--- config.mk ---
export PLATFORM = sky130hd
export DESIGN_NAME = sqrt_nr_seq
export DESIGN_NICKNAME = d
export VERILOG_FILES = /design/src/rtl/sqrt_nr_seq.sv
export SDC_FILE = /design/constraint.sdc
export NUM_CORES = 1
export LEC_CHECK = 0
export ABC_AREA = 1
export BUFFER_PORTS_ARGS = -buffer_cell sky130_fd_sc_hd__buf_2
export CORE_MARGIN = 10
export CORE_UTILIZATION = 64
export CTS_CLUSTER_DIAMETER = 100
export DETAILED_ROUTE_END_ITERATION = 10
export GPL_TIMING_DRIVEN = 0
export PLACE_DENSITY = 0.89
export SYNTH_ARGS = -nofsm -noshare
export SYNTH_HDL_FRONTEND = slang
export SYNTH_SLANG_ARGS = --single-unit
--- constraint.sdc ---
create_clock -name clk -period 6.1 [get_ports clk]
set_input_delay 0.305 -clock clk [delete_from_list [all_inputs] [get_ports clk]]
set_output_delay 0.305 -clock clk [all_outputs]
set_load 0.005 [all_outputs]
--- src/rtl/sqrt_nr_seq.sv ---
// rtl/sqrt_nr_seq.sv - iterative non-restoring integer square root, one root bit per clock
module sqrt_nr_seq #(
  parameter int DW = 16,
  parameter int QW = DW / 2,
  parameter int RW = DW / 2 + 2
) (
  input  logic          clk,
  input  logic          reset,
  input  logic          start,
  input  logic          round,
  input  logic [DW-1:0] D,
  output logic          busy,
  output logic          done,
  output logic [QW-1:0] Q,
  output logic [QW:0]   remainder,
  output logic          sat
);

  if ((DW % 2) != 0 || DW < 4) begin : g_bad_dw
    $error("sqrt_nr_seq: DW must be even and at least 4");
  end

  localparam int IW = (QW > 1) ? $clog2(QW) : 1;

  typedef enum logic [1:0] {IDLE, CALC, FIX, DONE} state_t;

  state_t        state;
  logic [DW-1:0] d_reg;
  logic          rnd_reg;
  // Partial remainder in RW-bit two's complement; the MSB is the sign.
  logic [RW-1:0] r;
  logic [QW-1:0] qm;
  logic [IW-1:0] iter;

  logic [1:0]    pair;
  logic [RW-1:0] r_shift;
  logic [RW-1:0] r_calc;
  logic [RW-1:0] r_fix;
  logic [QW-1:0] qm_calc;
  logic          round_up;

  // Next-iteration remainder/root and the final sign correction and rounding decision.
  always_comb begin
    pair    = 2'(d_reg >> {iter, 1'b0});
    r_shift = {r[RW-3:0], pair};
    if (!r[RW-1]) begin
      r_calc = r_shift - {qm, 2'b01};
    end else begin
      r_calc = r_shift + {qm, 2'b11};
    end
    // The new root bit follows the sign of the freshly computed remainder.
    qm_calc  = {qm[QW-2:0], ~r_calc[RW-1]};
    r_fix    = r[RW-1] ? (r + {1'b0, qm, 1'b1}) : r;
    // Round up when the remainder exceeds Qm, i.e. D is past (Qm + 1/2)^2.
    round_up = rnd_reg && (r_fix > {2'b00, qm});
  end

  // Control FSM with the iteration datapath and registered results.
  always_ff @(posedge clk or posedge reset) begin
    if (reset) begin
      state     <= IDLE;
      busy      <= 1'b0;
      done      <= 1'b0;
      sat       <= 1'b0;
      Q         <= '0;
      remainder <= '0;
      d_reg     <= '0;
      rnd_reg   <= 1'b0;
      r         <= '0;
      qm        <= '0;
      iter      <= '0;
    end else begin
      case (state)
        IDLE: begin
          done <= 1'b0;
          if (start) begin
            d_reg   <= D;
            rnd_reg <= round;
            r       <= '0;
            qm      <= '0;
            iter    <= IW'(QW - 1);
            busy    <= 1'b1;
            state   <= CALC;
          end
        end
        CALC: begin
          r    <= r_calc;
          qm   <= qm_calc;
          iter <= iter - 1'b1;
          if (iter == '0) begin
            state <= FIX;
          end
        end
        FIX: begin
          r         <= r_fix;
          remainder <= r_fix[QW:0];
          if (round_up) begin
            if (&qm) begin
              Q   <= qm;
              sat <= 1'b1;
            end else begin
              Q   <= qm + 1'b1;
              sat <= 1'b0;
            end
          end else begin
            Q   <= qm;
            sat <= 1'b0;
          end
          busy  <= 1'b0;
          done  <= 1'b1;
          state <= DONE;
        end
        DONE: begin
          done  <= 1'b0;
          state <= IDLE;
        end
        default: begin
          state <= IDLE;
        end
      endcase
    end
  end

endmodule

# == Word-level counts from Yosys, hierarchy flattened ==
# Index checks and enable logic that the tools add are counted.
# word_totals
ff_bits,60
# op_classes
n_reduce_logical,14
magnitude_cmp,1
shifts,1
n_bitwise,1
eq_ne,5
n_addsub,5
muxes,18
# op_table
op,count
10-bit two-way mux,3
10-bit one-hot mux with 3 select lines,1
8-bit two-way mux,3
8-bit one-hot mux with 2 select lines,1
16-bit by 4-bit right shift with 2-bit output,1
10-bit adder,1
10-bit by 9-bit adder with 10-bit output,1
10-bit by 8-bit greater-than comparator with 1-bit output,1
2-bit AND reduction,5
10-bit subtractor,1
8-bit by 1-bit adder with 8-bit output (second input constant),1
2-bit one-hot mux with 4 select lines,1
8-bit AND reduction,1
3-bit one-hot mux with 2 select lines,1
2-bit nonzero test,3
2-bit equality test (second input constant),2
2-bit two-way mux,2
2-bit != test (second input constant),2
1-bit one-hot mux with 2 select lines,2
3-bit zero test,1
1-bit two-way mux,3
3-bit two-way mux,1
3-bit nonzero test,1
3-bit by 1-bit subtractor with 3-bit output (second input constant),1
5 further kinds,5

# == Logic depth before layout (Yosys ltp) ==
# Gate-level depths: netlist (run 1).
# logic_depth
word_depth,5
depth_mapped,18
ltp_nobuf,18

# == Worst setup path before layout (run 1) ==
# No wires, ideal clock.
# synth_timing
path_kind,register -> register
startpoint,reg qm[3]
endpoint,reg Q[1]
stages_incl_launch_ff,18
path_slack_ns,3.336
arrival_time_ns,2.642
setup_time_ns,0.121
path_cell_list,dfrtp_1 > ha_1 > a21oi_1 > o21ai_1 > a21oi_2 > xor2_1 > o21ai_0 > ha_1 > nand2_1 > nor2_1 > o21ai_1 > a31oi_1 > o21ai_4 > nand3_2 > buf_6 > nand2_4 > nor2_1 > o21ai_1
# synth_between
elab_chain_len,5
elab_cells_between_ends,7
cone_classes,add/sub (1); order compare (1); mux (3); reduce/logical (2)
# synth_lines
element,line,rtl
start: declaration,32,logic [QW-1:0] qm;
start signal: assignment,88,qm <= qm_calc;
10-bit by 9-bit adder with 10-bit output,53,"r_fix = r[RW-1] ? (r + {1'b0, qm, 1'b1}) : r;"
10-bit two-way mux,53,
net r_fix[5],38,logic [RW-1:0] r_fix;
10-bit by 8-bit greater-than comparator with 1-bit output,55,"round_up = rnd_reg && (r_fix > {2'b00, qm});"
1-bit logical AND,55,
8-bit two-way mux,97,if (round_up) begin
end signal: assignment,99,Q <= qm;
end signal: assignment,102,Q <= qm + 1'b1;
end signal: assignment,106,Q <= qm;
end: declaration,14,"output logic [QW-1:0] Q,"
# The timed path passes the listed nets, and every way through them passes these cells.
# A chain may end at the register's enable or synchronous reset.

# == Worst setup path after layout (run 1) ==
# layout_timing
startpoint,reg qm[3]
endpoint,reg Q[2]
# The elaborated chain is that of the path after synthesis.

==> results of run 1 <==
worst max path at each step:
| stage | end | slack, ns | depth (start not counted) |
|---|---|---|---|
| after detailed placement | Q[2] | 2.95 | 17 |
| after floorplan | Q[1] | 3.34 | 17 |
| after CTS | Q[2] | 2.88 | 17 |
| final | Q[2] | 2.83 | 17 |
| after global routing | Q[4] | 2.54 | 18 |
| after global placement | Q[2] | 2.99 | 17 |
power breakdown:
group | switching (mW) | total, mW | internal, mW
Clock | 0.159 | 0.324 | 0.166
Sequential | 0.138 | 0.706 | 0.568
Combinational | 1.15 | 1.81 | 0.656
through the flow:
step	utilization, %	cells
2_1_floorplan	-	539
5_1_grt	75.0	669
3_3_place_gp	71.8	653
3_5_place_dp	72.1	654
4_1_cts	75.0	669
6_report	75.0	669
worst max-delay path, stage by stage (launching register included):
cell	delay, ns
dfrtp_1	0.47
ha_1	0.38
a21oi_1	0.22
o21ai_1	0.11
a21oi_2	0.17
xor2_1	0.15
o21ai_0	0.13
ha_1	0.32
nand2_1	0.07
nor2_1	0.16
o21ai_1	0.12
a31oi_1	0.25
o21ai_4	0.08
nand3_2	0.10
buf_6	0.15
nand4_1	0.09
nand3_1	0.12
nand2_1	0.06
routing by layer:
layer,vias up,global-route usage (%),wire length (microns)
met5,-,0,0
met4,0,8.16,195
met3,19,4.78,695
met2,170,35.1,5030
met1,1809,25.5,4310
li1,1856,-,-
cells in the final DEF (no fill, tap or decap), types with 9 or more instances in the layout:
cell	instances
nand2_1	186
dfrtp_1	60
inv_1	50
buf_2	39
nand3_1	33
nor2_1	31
ha_1	31
o21ai_0	30
a21oi_1	18
o21ai_1	14
clkbuf_8	12
xnor2_1	9
Yosys cell counts, drive strengths merged:
| cell | n | area [sq um] |
|---|---|---|
| a211oi | 1 | 7.51 |
| nand4 | 6 | 37.5 |
| dfrtp | 60 | 1500 |
| buf | 6 | 60.1 |
| o21a | 2 | 15.0 |
| o211ai | 1 | 7.51 |
| a21boi | 2 | 15.0 |
| inv | 58 | 220 |
| clkbuf | 6 | 32.5 |
| xnor2 | 9 | 78.8 |
| o21bai | 1 | 7.51 |
| or2 | 2 | 12.5 |
| nand3b | 2 | 15.0 |
| nor2 | 31 | 116 |
| a21oi | 19 | 98.9 |
| a21o | 4 | 30.0 |
| nor4 | 2 | 12.5 |
| nor3 | 4 | 30.0 |
| clkinv | 1 | 3.75 |
| xor2 | 7 | 61.3 |
| fa | 1 | 20.0 |
| nand2 | 189 | 722 |
| nand3 | 35 | 185 |
| a31oi | 3 | 18.8 |
| o221ai | 1 | 8.76 |
| o21ai | 46 | 245 |
| o22ai | 8 | 50.1 |
| ha | 31 | 388 |
| a22o | 1 | 8.76 |
final cells by class:
class | count | area (sq um) | area share [%]
plain buffers | 12 | 92.6 | 2.06
clock buffers | 11 | 151 | 3.37
clock inverters | 4 | 25.0 | 0.557
inverters | 59 | 224 | 4.98
multi-input cells | 408 | 2190 | 48.8
flip-flops and latches | 60 | 1500 | 33.4
well taps | 75 | 93.8 | 2.09
repair buffers | 40 | 215 | 4.79
kinds of logic after synthesis:
| group | after synthesis | share of synthesized area (%) |
|---|---|---|
| flip-flops | 60 | 37.4 |
| buffers and inverters | 71 | 7.89 |
| adder cells (fa/ha/maj) | 32 | 10.2 |
| XOR/XNOR | 16 | 3.49 |
| AND/OR/NAND/NOR | 271 | 28.2 |
| AO/OA/AOI/OAI | 89 | 12.8 |
==> flow_summary_export.csv, run 1 <==
group,metric,value,unit
clocking,clkTransAtPathRegs,0.07,ns
clocking,cts_resized,0,
clocking,hold_buffers,0,
clocking,htreeDepth,3,
logic_synthesis,yosysWarnings,0,
place,dp_hpwl,7.67,mm
cells_and_area,largest_reg_flops,16,
cells_and_area,final_nets,642,
cells_and_area,fillers,448,
floorplanning,pin_count,40,
global_routing,grt_max_degree,35,
global_routing,grt_pass1_vias,3748,
power,p_leak,2.46,nW
critical_path,crit_start,"qm[3]",
logic_synthesis,synth_area_per_cell,7.44,sq um
global_routing,grt_first_pass_wirelength,17.3,mm
floorplanning,die_w,99.2,microns
sta,max_slew.worst_pin.slew,0.827,ns
clocking,post_cts_buffers,0,
floorplanning,die_area,9830,sq um
logic_synthesis,syn_area,4010,sq um
sta,layout_setup_ws,2.83,ns
sta,max-slew-margin-rel,44.7,%
run_status,status,"complete, no violations",
cells_and_area,drive_gt1_share,13.8,%
critical_path,r2r-end,"Q[2]",
sta,period_minus_slack,3.27,ns
clocking,clk_latency,0.35,ns
floorplanning,coreArea,5990,sq um
critical_path,rr_worst_depth,17,
cells_and_area,finalInstanceArea,4500,sq um
sta,finClkSkew,0.00904,ns
critical_path,path_class,"flop to flop",
route,drcViolationCount,0,
critical_path,start_kind,"flop",
cells_and_area,area_growth,12.1,%
critical_path,arrival,3.50,ns
sta,period_share,53.5,%
clocking,clkSinkCount,60,
clocking,cts_buffer_depth,2,
power,power.density,631,nW/um^2
sta,drv_slew,0,
clocking,numCtsBuffers,9,
sta,rsz0062_at_grt,"false",
min_path,hold_class,"input port to async pin",
global_routing,grt_use_total,20.9,%
logic_synthesis,synth_cell_types,41,
floorplanning,start_util,66.9,%
route,drt-pass1-iter-count,5,
logic_synthesis,ys_ff_latch,60,
floorplanning,die_y,99.2,microns
job,cap_violations,0,
sta,finalSetupViolCount,0,
clocking,cts_tree,"built",
floorplanning,fp-row-count,28,
route,drt_iter0_drc,385,
logic_synthesis,syn_nets,591,
place,place_area,4320,sq um
sta,final.setup.tns,0,ns
place,pre_cts_slack,2.95,ns
place,gp_congestion,0.946,
route,via_count,3854,
clocking,cts-root-buf,"clkbuf_8",
critical_path,cp.required,6.34,ns
global_routing,overflow,0,
critical_path,crit_fanout,10,
global_routing,antenna_found_initial,0,
critical_path,setup.worst_path.end_class,"flop",
sta,max_freq,306,MHz
power,power,2.84,mW
critical_path,reg2reg_setup_slack,2.83,ns
critical_path,r2r-start,"qm[3]",
cells_and_area,antenna_cells,0,
place,io_buffers,39,
logic_synthesis,ys_seq_area_share,37.4,%
route,vias_per_cell,5.76,
power,peakVddDrop,0.368,mV
sta,hold_violations,0,
route,ant_nets,0,
route,totalWireLength,10.2,mm
sta,whs,0.0825,ns
logic_synthesis,synthCells,539,
route,post_drt_wl_per_cell,15.3,microns
Power figures use the tool's default switching activity.
==> run 2, diff against run 1 <==
--- a/config.mk
+++ b/config.mk
@@ -8,11 +8,11 @@
 export ABC_AREA = 1
 export BUFFER_PORTS_ARGS = -buffer_cell sky130_fd_sc_hd__buf_2
 export CORE_MARGIN = 10
-export CORE_UTILIZATION = 64
+export CORE_UTILIZATION = 54
 export CTS_CLUSTER_DIAMETER = 100
 export DETAILED_ROUTE_END_ITERATION = 10
 export GPL_TIMING_DRIVEN = 0
-export PLACE_DENSITY = 0.89
+export PLACE_DENSITY = 0.81
 export SYNTH_ARGS = -nofsm -noshare
 export SYNTH_HDL_FRONTEND = slang
 export SYNTH_SLANG_ARGS = --single-unit
==> constraint.sdc (replaced) <==
create_clock -name clk -period 3 [get_ports clk]
set_input_delay 0.15 -clock clk [delete_from_list [all_inputs] [get_ports clk]]
set_output_delay 0.15 -clock clk [all_outputs]
set_load 0.005 [all_outputs]
==> flow_summary_export.csv, run 2 (synthesis gave the netlist of run 1 again) <==
group,metric,value,unit
run_status,status,"complete, no violations",
floorplanning,start_util,55.3,%
critical_path,arrival,3.22,ns
floorplanning,die_y,106,microns
place,gp_congestion,0.982,
cells_and_area,final_common_cell,"nand2_1",
critical_path,slowest_delay,0.47,ns
sta,layout_setup_ws,0.0268,ns
route,via_count,3961,
critical_path,crit_top_cell,"a21oi_2",
min_path,hold_class,"input port to flop",
cells_and_area,antenna_cells,0,
clocking,cts_buffer_depth,2,
sta,finClkSkew,0.0159,ns
route,totalWireLength,10.9,mm
clocking,numCtsBuffers,9,
route,drt-pass1-iter-count,6,
power,power,6.43,mW
cells_and_area,area_growth,22.2,%
clocking,clkTransAtPathRegs,0.08,ns
power,intPower,3.18,mW
sta,final.setup.tns,0,ns
sta,period_minus_slack,2.97,ns
clocking,cts-root-buf,"clkbuf_8",
cells_and_area,multiInputGateArea,2360,sq um
critical_path,crit_fanout,5,
clocking,htreeDepth,3,
critical_path,cp.required,3.25,ns
route,drt_iter0_drc,340,
floorplanning,die_area,11300,sq um
floorplanning,coreArea,7250,sq um
cells_and_area,drive_gt1_share,21.8,%
floorplanning,fp-row-count,31,
job,cap_violations,0,
clocking,clkSinkCount,60,
cells_and_area,final_nets,662,
place,io_buffers,39,
power,swShare,50.6,%
sta,max_freq,336,MHz
sta,period_share,99.1,%
place,dp_cells,678,
clocking,cts_tree,"built",
place,pre_cts_slack,-0.187,ns
cells_and_area,fillers,566,
sta,max_slew.worst_pin.slew,0.850,ns
global_routing,grt_use_total,18.1,%
critical_path,critPathSlowestCell,"dfrtp_2",
power,p_sw,3.25,mW
critical_path,start_kind,"flop",
critical_path,setup.worst_path.end_class,"flop",
power,power.density,1310,nW/um^2
power,pwr-share-seq,22.6,%
sta,drv_slew,0,
route,ant_nets,0,
cells_and_area,fin_cells,714,
sta,whs,0.00302,ns
global_routing,overflow,0,
global_routing,antenna_found_initial,0,
power,p_leak,2.56,nW
sta,finalSetupViolCount,0,
place,dp_hpwl,7.38,mm
cells_and_area,layout_common_cells,"181 x nand2_1, 53 x dfrtp_1, 48 x inv_1, 39 x buf_2",
power,peakVddDrop,0.524,mV
cells_and_area,largest_reg_flops,16,
cells_and_area,seqCellArea,1510,sq um
global_routing,grt_max_degree,32,
route,post_drt_wl_per_cell,15.3,microns
sta,rsz0062_at_grt,"true",
clocking,clk_latency,0.36,ns
route,drcViolationCount,0,
sta,max-slew-margin-rel,43.1,%
route,vias_per_cell,5.55,
floorplanning,pin_count,40,
critical_path,crit_chain,"ha_4, a21oi_2, o21ai_1, a21oi_2, xor2_1, o21ai_2, ha_1, a21oi_1, a31oi_4, o21ai_4, nand3_4, buf_6, nand2_4, nand2_2, nand3_2, nand2_1",
sta,hold_violations,0,
critical_path,path_class,"flop to flop",
power,clockPowerShare,11.6,%
power,comb_power_share,65.8,%
floorplanning,die_w,106,microns
global_routing,grt_first_pass_wirelength,16.9,mm
global_routing,grt_pass1_vias,3658,
[run 2: cell types whose count changed in the layout (fill, tap and decap cells not counted), sizes merged]
cell,previous run,this run
clkinv,3,4
clkbuf,17,15
dlygate4sd3,0,5
inv,58,59
buf,46,61
bufinv,0,1
[run 2: layer usage]
| metal | global-route usage, % | vias to the layer above | wire [microns] | part of all wire, % |
|---|---|---|---|---|
| li1 | - | 1899 | - | - |
| met1 | 22.2 | 1855 | 4650 | 43 |
| met2 | 30.8 | 170 | 5240 | 48 |
| met3 | 4.11 | 37 | 680 | 6.2 |
| met4 | 6.19 | 0 | 332 | 3.0 |
| met5 | 0 | - | 0 | 0 |
[run 2: timing repair]
item                                    in CTS  in global routing
pin swaps                                    0                 15
cloned                                       0                  1
setup buffers                                0                 14
endpoints found under the setup margin       9                 10
resized for setup                            9                 39
endpoints found under the hold margin       32                  1
hold buffers                                 4                  1
[run 2: worst max-delay path, delay by kind of cell, from the launching register on]
kind / cells / cell delay, ns
flops: 1 / 0.47
compound gates: 7 / 1.07
xor+xnor: 1 / 0.22
buf+inv: 1 / 0.16
fa+ha+maj: 2 / 0.59
simple gates: 5 / 0.35
[run 2: final timing paths]
check	slack (ns)	cells after the start	start	end
max in group asynchronous	1.93	4	reset	r[4]
min in group asynchronous	0.43	3	reset	Q[2]
setup / recovery	0.03	16	qm[1]	Q[0]
hold reg to reg	0.48	2	remainder[4]	remainder[4]
setup reg to reg	0.03	16	qm[1]	Q[0]
hold / removal	0.003	3	D[13]	d_reg[13]
[run 2: power groups by stage]
stage	logic, mW	registers (mW)	clock network [mW]
finish	4.23	1.45	0.747
global route	4.69	1.49	0.800
CTS	3.64	1.44	0.749
detailed placement	3.54	1.44	0
global placement	3.40	1.43	0
floorplan	2.72	1.38	0
[run 2: layout make-up]
type                       instances  share of cell area, %
multi-input combinational        408                   48.2
sequential                        60                   30.8
timing repair buffer              60                   7.79
inverter                          59                   4.62
clock buffer                       9                   2.53
tap                               99                   2.53
buffer                            12                   1.92
clock inverter                     7                   1.56
[run 2: through the flow]
stage	utilization [%]	area [sq um]
2_1_floorplan	-	4010
3_3_place_gp	59.7	4330
3_5_place_dp	60.0	4350
4_1_cts	63.8	4630
5_1_grt	67.5	4900
6_report	67.5	4900
